**src/rtl/alu_share_arbiter.sv**
```systemverilog
// Shares one external combinational ALU between two requesters through an IDLE/EXEC/DONE sequence.
// Optional macro ALU_ARB_ROUND_ROBIN_EN selects round-robin tie breaking; otherwise requester 0 has fixed priority.
module alu_share_arbiter #(
  parameter int DATA_WIDTH = 32
) (
  input  logic                  clk,
  input  logic                  rst,
  input  logic                  req0,
  input  logic                  req1,
  input  logic [2:0]            op0,
  input  logic [2:0]            op1,
  input  logic [DATA_WIDTH-1:0] a0,
  input  logic [DATA_WIDTH-1:0] b0,
  input  logic [DATA_WIDTH-1:0] a1,
  input  logic [DATA_WIDTH-1:0] b1,
  input  logic                  setf0,
  input  logic                  setf1,
  output logic                  gnt0,
  output logic                  gnt1,
  output logic                  rsp_valid0,
  output logic                  rsp_valid1,
  output logic [DATA_WIDTH-1:0] rsp_data,
  output logic                  busy,
  output logic [3:0]            nzcv,
  output logic [DATA_WIDTH-1:0] alu_a,
  output logic [DATA_WIDTH-1:0] alu_b,
  output logic [2:0]            alu_ctrl,
  input  logic [DATA_WIDTH-1:0] alu_y,
  input  logic                  alu_n,
  input  logic                  alu_z,
  input  logic                  alu_c,
  input  logic                  alu_v,
  output logic [1:0]            dbg_state
);

  // Handshake: a requester holds reqN with stable operands; gntN pulses for the
  // EXEC cycle when the operands have been taken, and rspN_valid pulses one cycle
  // later with rsp_data. A req still high in the following IDLE is a new request.
  typedef enum logic [1:0] {
    IDLE = 2'd0,
    EXEC = 2'd1,
    DONE = 2'd2
  } state_t;

  state_t                state_q;
  state_t                state_nxt;
  logic                  owner_q;
  logic                  setf_q;
  logic [DATA_WIDTH-1:0] result_q;
  logic                  win;
  logic                  grant;

  assign grant = (state_q == IDLE) && (req0 || req1);

`ifdef ALU_ARB_ROUND_ROBIN_EN
  logic last_served_q;

  // On a tie the requester not served last wins; a lone requester always wins.
  always_comb begin
    win = ~req0;
    if (req0 && req1) win = ~last_served_q;
  end

  always_ff @(posedge clk or posedge rst) begin
    if (rst)        last_served_q <= 1'b1;
    else if (grant) last_served_q <= win;
  end
`else
  always_comb win = ~req0;
`endif

  always_comb begin
    state_nxt = state_q;
    case (state_q)
      IDLE:    if (req0 || req1) state_nxt = EXEC;
      EXEC:    state_nxt = DONE;
      DONE:    state_nxt = IDLE;
      default: state_nxt = IDLE;
    endcase
  end

  always_ff @(posedge clk or posedge rst) begin
    if (rst) begin
      state_q  <= IDLE;
      owner_q  <= 1'b0;
      setf_q   <= 1'b0;
      alu_a    <= '0;
      alu_b    <= '0;
      alu_ctrl <= 3'b000;
      result_q <= '0;
      nzcv     <= 4'b0000;
    end else begin
      state_q <= state_nxt;
      if (grant) begin
        owner_q  <= win;
        setf_q   <= win ? setf1 : setf0;
        alu_a    <= win ? a1 : a0;
        alu_b    <= win ? b1 : b0;
        alu_ctrl <= win ? op1 : op0;
      end
      if (state_q == EXEC) begin
        result_q <= alu_y;
        if (setf_q) nzcv <= {alu_n, alu_z, alu_c, alu_v};
      end
    end
  end

  assign gnt0       = (state_q == EXEC) && !owner_q;
  assign gnt1       = (state_q == EXEC) &&  owner_q;
  assign rsp_valid0 = (state_q == DONE) && !owner_q;
  assign rsp_valid1 = (state_q == DONE) &&  owner_q;
  assign rsp_data   = result_q;
  assign busy       = (state_q != IDLE);
  assign dbg_state  = state_q;

endmodule

```
**config.mk**
```make
export PLATFORM = sky130hd
export DESIGN_NAME = alu_share_arbiter
export DESIGN_NICKNAME = d
export VERILOG_FILES = /design/src/rtl/alu_share_arbiter.sv
export SDC_FILE = /design/constraint.sdc
export NUM_CORES = 1
export LEC_CHECK = 0
export ABC_CLOCK_PERIOD_IN_PS = 2970
export BUFFER_PORTS_ARGS = -buffer_cell sky130_fd_sc_hd__clkbuf_2
export CAP_MARGIN = 30
export CELL_PAD_IN_SITES_DETAIL_PLACEMENT = 0
export CELL_PAD_IN_SITES_GLOBAL_PLACEMENT = 1
export CORE_UTILIZATION = 29
export DETAILED_ROUTE_END_ITERATION = 12
export HOLD_SLACK_MARGIN = 0.15
export MAX_ROUTING_LAYER = met4
export PLACE_DENSITY = 0.8
export SLEW_MARGIN = 20
export SYNTH_ARGS = -nofsm -noshare
export SYNTH_HDL_FRONTEND = slang
export SYNTH_SLANG_ARGS = --single-unit
export TNS_END_PERCENT = 30
```
**constraint.sdc**
```tcl
create_clock -name clk -period 2.97 [get_ports clk]
set_clock_uncertainty 0.15 [all_clocks]
set_input_delay 0 -clock clk [delete_from_list [all_inputs] [get_ports clk]]
set_output_delay 0 -clock clk [all_outputs]
set_load 0.01 [all_outputs]
```
==> summary.txt <==
GP Congestion -> 0.856
Syn avg cell area -> 12.8 sq um
Final WS setup -> 582 ps
Max Slew Vio Count -> 0
Synthesized instance count -> 380
Drc violations -> 0
GRT overflow -> 0
Cell variety after synth -> 15
Syn Nets -> 556
Initial Utilization -> 30.1%
Syn-to-layout area delta -> 76.6%
1st-pass router iterations -> 4
DRT antenna net count -> 0
Setup crit end kind -> flip-flop
Largest net degree at the start of global routing -> 66
Clock tree from TritonCTS -> done
DP Worst Slack -> 1040 ps
WL per Instance -> 14.6 microns
Nets@finish -> 1,010
Final min period -> 2390 ps
DR vias -> 4,620
Worst slew pin tran -> 690 ps
Mean number of vias per cell -> 4.38
Hold slack -> 136 ps
Yosys warns -> 0
Register area share after synthesis -> 55.2%
Status -> complete, no violations
PortBufs -> 285
Total die area -> 17,300 sq um
Leading area contributor after synthesis -> dfrtp_1
Synthesized area -> 4850 sq um
Vias in the first global route -> 5,108
Post-synth EDFFs -> 0
FFs w/ async S/R, synth -> 100%
Post-route cell area -> 8570 sq um
Worst slew margin -> 54.0%
Clk sinks -> 107
Share of cells above drive strength 1 -> 53.4%
FF+latch count, synth -> 107
Max VDD drop -> 0.503 mV
GRT Total Usage -> 18.5%
Antenna violations before repair -> 0
Clock Pin Slew Worst Setup and Hold Paths -> 80 ps
Leakage -> 4.28 nW
DP HPWL -> 9520 microns
Clock latency on the worst-skew pair -> 340 ps
Power per cell area -> 828 nW/um^2
Ranking of synthesized cells by area -> dfrtp_1 (55%), mux2_2 (30%), nand2_1 (7.5%), mux2_4 (2.8%), buf_6 (0.93%)
First-pass GRT wire length -> 24,800 microns
Critical path class -> input pin to flip-flop
Fill count -> 1,318
Top-count cell post-synth -> mux2_2
RSZ-0062 raised after global routing -> false
Max Freq -> 419 MHz
Max Cap Viol -> 0
Post-DP Area -> 6500 sq um
Antenna diode count -> 0
Worst min-delay path category -> input pin to async pin
Final Power -> 7.10 mW
Root Buffer -> clkbuf_16
Number of DRC markers in iteration 0 -> 175
Core Region -> 16,100 sq um
Final setup viols -> 0
Standard-cell rows -> 46
TNS Setup -> 0 ps
# IOs -> 286
CP startpoint kind -> input pin
Clk buf depth -> 2
Synth top cells by count -> mux2_2 (131), dfrtp_1 (107), nand2_1 (97)
Main synth FF type -> dfrtp_1
# H-tree levels -> 3
Routed WL -> 15,400 microns
Hold Vio Cnt, Final -> 0
CP Max Fanout -> 62
Worst path arrival time -> 2470 ps
Cts bufs inserted -> 9
Crit share post-route -> 80.4%
Area share of the leading cell type in the synthesized netlist -> 55.2%
Die H -> 131 microns
Req. time, crit path -> 3050 ps
Die width -> 131 microns
per-layer routing:
metal	track usage (%)	up-vias	routed length, microns
li1	-	2185	-
met1	19.6	2207	5960
met2	33.0	194	8090
met3	3.32	34	861
met4	9.11	0	474
met5	-	-	0
path summary, 6_finish.rpt:
path	depth (start not counted)	endpoint	startpoint	slack (ps)
worst min register to register	2	rsp_data[14]	rsp_data[14]	330
worst min-delay path	3	alu_b[23]	rst	140
max in group asynchronous	4	rsp_data[3]	rst	1760
worst max register to register	4	alu_b[11]	dbg_state[0]	1010
min in group clk	4	rsp_data[31]	alu_y[31]	230
worst max-delay path	6	alu_b[11]	req0	580
layout make-up:
type / instances / area (sq um) / share of cell area (%)
clock buffers: 10 / 239 / 2.79
clock inverters: 6 / 70.1 / 0.818
inverters: 4 / 17.5 / 0.204
multi-input cells: 246 / 2030 / 23.7
flip-flops and latches: 107 / 2680 / 31.2
well taps: 216 / 270 / 3.15
repair buffers: 466 / 3260 / 38.1
metrics by stage:
| stage | instances | utilization (%) |
|---|---|---|
| final | 1055 | 53.2 |
| after CTS | 1055 | 53.2 |
| after global placement | 863 | 40.3 |
| after global routing | 1055 | 53.2 |
| after detailed placement | 863 | 40.3 |
| after floorplan | 380 | - |
cell usage in the layout, fill, tap and decap left out, drive strengths merged:
cell type,netlist,routed
mux2,140,140
nand2b,1,1
nor3b,2,2
bufinv,0,1
a21oi,2,2
clkbuf,11,294
clkinv,1,3
buf,12,6
dfrtp,107,107
nand2,97,97
nor2,3,3
dlygate4sd3,0,176
inv,3,6
o21a,1,1
state kept, by name, indices dropped and copies added (netlist names):
register,count
alu_a,32
nzcv,4
setf_q,1
alu_ctrl,3
alu_b,32
owner_q,1
dbg_state,2
rsp_data,32
critical path, cell delays in order:
cell and delay (ps):
dlygate4sd3_1 530, buf_2 300, buf_12 320, mux2_2 390
dlygate4sd3_1 570, mux2_2 270
report_power, final:
group | switching, mW | internal, mW | total (mW) | leakage [nW]
combinational | 1.57 | 1.65 | 3.22 | 2.85
clock | 0.556 | 0.687 | 1.24 | 0.154
sequential | 0.431 | 2.21 | 2.64 | 1.27
what timing repair did:
item                      in CTS  in global routing
hold endpoints to repair     210                  0
buffers inserted               0                  0
resized for setup              0                  0
hold buffers                 176                  0
cells by family after synthesis:
kind of cell,after synthesis,share of synthesized area (%)
buffers and inverters,27,3.12
AOI/OAI and AO/OA,3,0.361
and+or+nand+nor,103,8.17
muxes,140,33.2
DFF,107,55.2
No activity file was read; power rests on OpenSTA's default activity.
